## src/rtl/stream_burst_fifo_if.sv

```systemverilog
`default_nettype none
// ============================================================================
// Module      : stream_burst_fifo_if
// Description : Valid/ready handshake bundle for the burst FIFO's input
//               stream and its burst-framed output stream.
// Revision    : 1.0 - initial release
// ============================================================================
interface stream_burst_fifo_if #(
    parameter int DW = 32
);
    logic [DW-1:0] s_data_i;
    logic          s_valid_i;
    logic          s_ready_o;
    logic [DW-1:0] m_data_o;
    logic          m_valid_o;
    logic          m_ready_i;
    logic          m_last_o;

    // FIFO side
    modport slave (
        input  s_data_i, s_valid_i, m_ready_i,
        output s_ready_o, m_data_o, m_valid_o, m_last_o
    );

    // Producer/consumer side
    modport master (
        output s_data_i, s_valid_i, m_ready_i,
        input  s_ready_o, m_data_o, m_valid_o, m_last_o
    );
endinterface
`default_nettype wire

```

## src/rtl/stream_burst_fifo.sv

```systemverilog
`default_nettype none
// ============================================================================
// Module      : stream_burst_fifo
// Description : First-word-fall-through FIFO that frames its output into
//               fixed-length bursts and flags when a whole burst is resident.
// Revision    : 1.0 - initial release
// ============================================================================
module stream_burst_fifo #(
    parameter int DW    = 32,
    parameter int DEPTH = 64,
    parameter int BURST = 16
) (
    input  logic                     clk,
    input  logic                     rst,
    stream_burst_fifo_if.slave       bus,
    output logic                     burst_avail_o,
    output logic [$clog2(DEPTH):0]   level_o
);
    localparam int AW = $clog2(DEPTH);
    localparam int LW = AW + 1;

    logic [DW-1:0] mem_q [DEPTH];
    logic [AW-1:0] wp_q, wp_d;
    logic [AW-1:0] rp_q, rp_d;
    logic [LW-1:0] level_q, level_d;
    logic          rst_q;

    logic          w_wr;
    logic          w_rd;
    logic          w_s_ready;
    logic          w_m_valid;

    // Ready stays low for one cycle after reset so the producer never sees a
    // handshake accepted by a FIFO that is still coming out of reset.
    assign w_s_ready = (level_q != LW'(DEPTH)) & ~rst_q;
    assign w_m_valid = (level_q != '0);
    assign w_wr      = bus.s_valid_i & w_s_ready;
    assign w_rd      = w_m_valid & bus.m_ready_i;

    assign bus.s_ready_o = w_s_ready;
    assign bus.m_valid_o = w_m_valid;
    assign bus.m_data_o  = mem_q[rp_q];
    assign level_o       = level_q;
    assign burst_avail_o = (level_q >= LW'(BURST));

    always_comb begin
        wp_d    = wp_q;
        rp_d    = rp_q;
        level_d = level_q;
        if (w_wr) begin
            wp_d = wp_q + 1'b1;
        end
        if (w_rd) begin
            rp_d = rp_q + 1'b1;
        end
        if (w_wr && !w_rd) begin
            level_d = level_q + 1'b1;
        end else if (w_rd && !w_wr) begin
            level_d = level_q - 1'b1;
        end
    end

    always_ff @(posedge clk) begin
        rst_q <= rst;
        if (rst) begin
            wp_q    <= '0;
            rp_q    <= '0;
            level_q <= '0;
        end else begin
            wp_q    <= wp_d;
            rp_q    <= rp_d;
            level_q <= level_d;
        end
    end

    // Storage carries no reset; stale words are unreachable once level is zero.
    always_ff @(posedge clk) begin
        if (w_wr && !rst) begin
            mem_q[wp_q] <= bus.s_data_i;
        end
    end

    generate
        if (BURST > 1) begin : g_beat
            localparam int BW = $clog2(BURST);
            logic [BW-1:0] beat_q, beat_d;

            always_comb begin
                beat_d = beat_q;
                if (w_rd) begin
                    beat_d = (beat_q == BW'(BURST - 1)) ? '0 : beat_q + 1'b1;
                end
            end

            always_ff @(posedge clk) begin
                if (rst) begin
                    beat_q <= '0;
                end else begin
                    beat_q <= beat_d;
                end
            end

            assign bus.m_last_o = w_m_valid & (beat_q == BW'(BURST - 1));
        end else begin : g_single_beat
            assign bus.m_last_o = w_m_valid;
        end
    endgenerate
endmodule
`default_nettype wire

```

## src/flat_wrapper.sv

```systemverilog
// flat-port wrapper written by rule: the top's interface ports become plain ports
module stream_burst_fifo_flat 
#(
    parameter int DW    = 32,
    parameter int DEPTH = 64,
    parameter int BURST = 16
)
  (clk, rst, burst_avail_o, level_o, bus_s_data_i, bus_s_valid_i, bus_m_ready_i, bus_s_ready_o, bus_m_data_o, bus_m_valid_o, bus_m_last_o);
  stream_burst_fifo_if #(.DW(DW)) bus_i ();
  input  logic clk;
  input  logic rst;
  output logic burst_avail_o;
  output logic [$clog2(DEPTH):0] level_o;
  input wire logic [$bits(bus_i.s_data_i)-1:0] bus_s_data_i;
  input wire logic [$bits(bus_i.s_valid_i)-1:0] bus_s_valid_i;
  input wire logic [$bits(bus_i.m_ready_i)-1:0] bus_m_ready_i;
  output wire logic [$bits(bus_i.s_ready_o)-1:0] bus_s_ready_o;
  output wire logic [$bits(bus_i.m_data_o)-1:0] bus_m_data_o;
  output wire logic [$bits(bus_i.m_valid_o)-1:0] bus_m_valid_o;
  output wire logic [$bits(bus_i.m_last_o)-1:0] bus_m_last_o;
  assign bus_i.s_data_i = bus_s_data_i;
  assign bus_i.s_valid_i = bus_s_valid_i;
  assign bus_i.m_ready_i = bus_m_ready_i;
  assign bus_s_ready_o = bus_i.s_ready_o;
  assign bus_m_data_o = bus_i.m_data_o;
  assign bus_m_valid_o = bus_i.m_valid_o;
  assign bus_m_last_o = bus_i.m_last_o;
  stream_burst_fifo #(.DW(DW), .DEPTH(DEPTH), .BURST(BURST)) u_core (.clk(clk), .rst(rst), .bus(bus_i), .burst_avail_o(burst_avail_o), .level_o(level_o));
endmodule
```

## config.mk

```make
export PLATFORM = sky130hd
export DESIGN_NAME = stream_burst_fifo_flat
export DESIGN_NICKNAME = d
export VERILOG_FILES = /design/src/rtl/stream_burst_fifo_if.sv /design/src/rtl/stream_burst_fifo.sv /design/src/flat_wrapper.sv
export SDC_FILE = /design/constraint.sdc
export NUM_CORES = 2
export LEC_CHECK = 0
export ABC_AREA = 1
export CORE_AREA = 2 2 412 414
export DETAILED_ROUTE_END_ITERATION = 10
export DIE_AREA = 0 0 414 416
export PLACE_DENSITY = 0.68
export SYNTH_ARGS = -nofsm -noshare
export SYNTH_HDL_FRONTEND = slang
export SYNTH_SLANG_ARGS = --single-unit
```

## constraint.sdc

```tcl
create_clock -name clk -period 4.89 [get_ports clk]
set_input_delay 0.978 -clock clk [delete_from_list [all_inputs] [get_ports clk]]
set_output_delay 0.978 -clock clk [all_outputs]
set_load 0.01 [all_outputs]
```

==> results.tsv <==
metric	value	unit
Int Power	0.0305	W
WL/cell	25.5	um
status	finished with violations	
Final Critical Period	4.93	ns
Clock Skew	0.0382	ns
Cell variety after synth	26	
Horiz. Die Dim	414	um
Area Overhead vs Synth	12.7	%
routed vias	56000	
Die Area	172000	um2
Max Root-Sink Buffers	3	
DRT iter0 DRCs	7530	
antenna-violating nets left	0	
drt first pass iters	6	
Max Slew Vio Count	0	
crit-path cells	buf_4 > buf_12 > nand2_1 > nand3_1 > nand3_1 > nand3_1 > nand3_1 > nand2_1 > nand2_1 > nand2_1 > clkdlybuf4s50_1	
Worst setup EP type	output pin	
Sw Ratio	29.9	%
Finish-stage setup viols	2	
Clock Sinks	2078	
Data arrival, critical path	3.95	ns
fin cells	9402	
Post-route DRC	0	
starting density of the core	49.7	%
IO Count	79	
Max Cap Viol	0	
slowest CP cell	clkdlybuf4s50_1	
CP Class	reg -> out	
final hold vios	0	
Synth Warn #	0	
die extent in y	416	um
Flop pwr share	45.4	%
Syn Area/Cell	12.1	um2
Pwr Density	462	nW/um2
Critical Path Start Type	flop	
initial antenna violation count	7	
Setup Slack @ Placement	0.613	ns
leakage	32.9	nW
most frequent cells in the layout	nand2_1, edfxtp_1, nand3_1	
FF+latch count, synth	2078	
Final Wtd Congestion	0.895	
total core area	168000	um2
Critical R2R Launch	u_core.level_o[0]	
Post-Route WL	240000	um
hold buffer count at cts	0	
gr usage total	27.5	%
maximum vdd drop	0.336	mV
CTS root buf	clkbuf_16	
max_slew headroom	15.5	%
failing checks	negative setup slack	
Final period util	101	%
commonest non-fill, non-tap cell in the layout	nand2_1	
Mapped Cells	6926	
Clk network pwr share	34.3	%
Worst-path clk slew	0.06	ns
Critical Path RT	3.91	ns
GRT overflow	0	
CP Max Fanout	60	
Detail Placement HPWL	127000	um
min-delay worst type	in -> reg	
post-route setup slack	-0.0405	ns
FMAX	203	MHz
Netlist Area Pre-Place	83500	um2
CTS buffer count	203	
Psw	0.0130	W
nets	7056	
CTS H-tree depth	4	
Hold Crit Start	bus_s_data_i[5]	
vias in the first global route	53000	
Combinational Power Share	20.4	%
number of port buffers	78	
dpl cells	9016	
TritonCTS clock tree	built	
worst-margin pin slew	1.27	ns
RSZ-0062 raised after global routing	yes	
# rows	151	
Worst path max stage delay	0.60	ns
first-pass GRT wire length	349000	um
Seq/Total Area, Yosys	74.4	%
share of layout cells above drive strength 1	8.91	%
largest net degree at the start of global routing	132	
DR vias/cell	5.95	
Skew-Pair Late Insertion Delay	0.85	ns
Syn Nets	6972	
## repair_timing
| item | CTS | global route |
|---|---|---|
| cloned | 2 | 1 |
| hold endpoints to repair | 0 | 0 |
| setup buffers | 4 | 0 |
| resized for setup | 4 | 21 |
| endpoints found under the setup margin | 30 | 23 |
| pin swaps | 0 | 0 |
## critical path, delay by kind of cell (launching register included)
| family | cells | cell delay (ns) |
|---|---|---|
| AND/OR/NAND/NOR | 8 | 1.42 |
| buffers and inverters | 3 | 1.11 |
| flip-flops | 1 | 0.48 |
## layout make-up
class	count	area, um2
Timing Repair Buffer	328	3210
Clock buffer	242	5270
Antenna cell	4	10.0
Inverter	39	206
Clock inverter	133	1040
Tap cell	2218	2780
Timing Repair inverter	1	11.3
Sequential cell	2078	62100
Fill cell	13500	74000
Multi-Input combinational cell	4359	19500
## through the flow
stage                     TNS (ns)  area [um2]  hold WS (ns)  power [W]  utilization, %
final                      -0.0494       94100         0.416     0.0435            56.0
after global routing       -0.0301       94100         0.396     0.0450            56.0
after CTS                        0       94000         0.373     0.0434            55.9
after detailed placement         0       87600         0.481     0.0287            52.1
after global placement           0       87600         0.469     0.0285            52.1
after floorplan                  0       83500         0.452     0.0256               -
## registers in the layout, summed over array words and instances (netlist names), named ones only
| name | flops |
|---|---|
| u_core.g_beat.beat_q | 4 |
| u_core.level_o | 7 |
| u_core.mem_q | 2048 |
| u_core.rp_q | 6 |
| u_core.rst_q | 1 |
| u_core.wp_q | 6 |
## per-layer routing
layer | global-route usage (%) | share of wire [%] | vias to the layer above | wire length, um
met4 | 12.9 | 4.5 | 6 | 10800
li1 | - | - | 24800 | -
met1 | 38.3 | 38 | 27400 | 92400
met2 | 42.5 | 46 | 3296 | 111000
met3 | 4.55 | 11 | 469 | 25600
met5 | 0 | 0.019 | - | 46
## synth_stat cells
cell         n  share of area (%)
o21ai_0     14              0.084
nand4_1      1             0.0075
nand3_1   1926                 12
xnor2_1      4              0.042
nor2_1      83               0.37
clkbuf_1    86               0.39
a21oi_1     22               0.13
a31oi_1      1             0.0075
fa_1         1              0.024
xor2_1       6              0.063
buf_8        1              0.018
inv_2        2             0.0090
dfxtp_1     30               0.72
nand2_1   2285                 10
buf_6        7              0.094
nand3b_1     1             0.0090
inv_4        1             0.0075
edfxtp_1  2048                 74
inv_1       36               0.16
ha_1         9               0.13
nor3_1       5              0.030
o211ai_1     1             0.0090
buf_2      247                1.5
buf_4       53               0.48
buf_1       54               0.24
clkbuf_4     2              0.018
## power groups by stage
stage / Combinational [W] / Clock (W) / Sequential [W]
2_1_floorplan: 0.00556 / 0 / 0.0201
3_3_place_gp: 0.00843 / 0 / 0.0201
3_5_place_dp: 0.00858 / 0 / 0.0201
4_1_cts: 0.00871 / 0.0150 / 0.0197
5_1_grt: 0.00960 / 0.0157 / 0.0197
6_report: 0.00887 / 0.0149 / 0.0197
## cells by family after synthesis
| family | count (synthesis) | synth area share, % |
|---|---|---|
| buffers and inverters | 489 | 2.90 |
| adder cells (fa/ha/maj) | 10 | 0.159 |
| AO/OA/AOI/OAI | 38 | 0.232 |
| AND/OR/NAND/NOR | 4301 | 22.2 |
| XOR/XNOR | 10 | 0.105 |
| flip-flops | 2078 | 74.4 |
## path summary, 6_finish.rpt
| path | cells after the start | endpoint | slack [ns] |
|---|---|---|---|
| setup / recovery | 11 | bus_m_data_o[9] | -0.04 |
| hold reg to reg | 2 | u_core.g_beat.beat_q[2] | 0.49 |
| setup reg to reg | 10 | u_core.mem_q[48][1] | 1.36 |
| hold / removal | 1 | u_core.mem_q[19][5] | 0.42 |
Power figures use the tool's default switching activity.
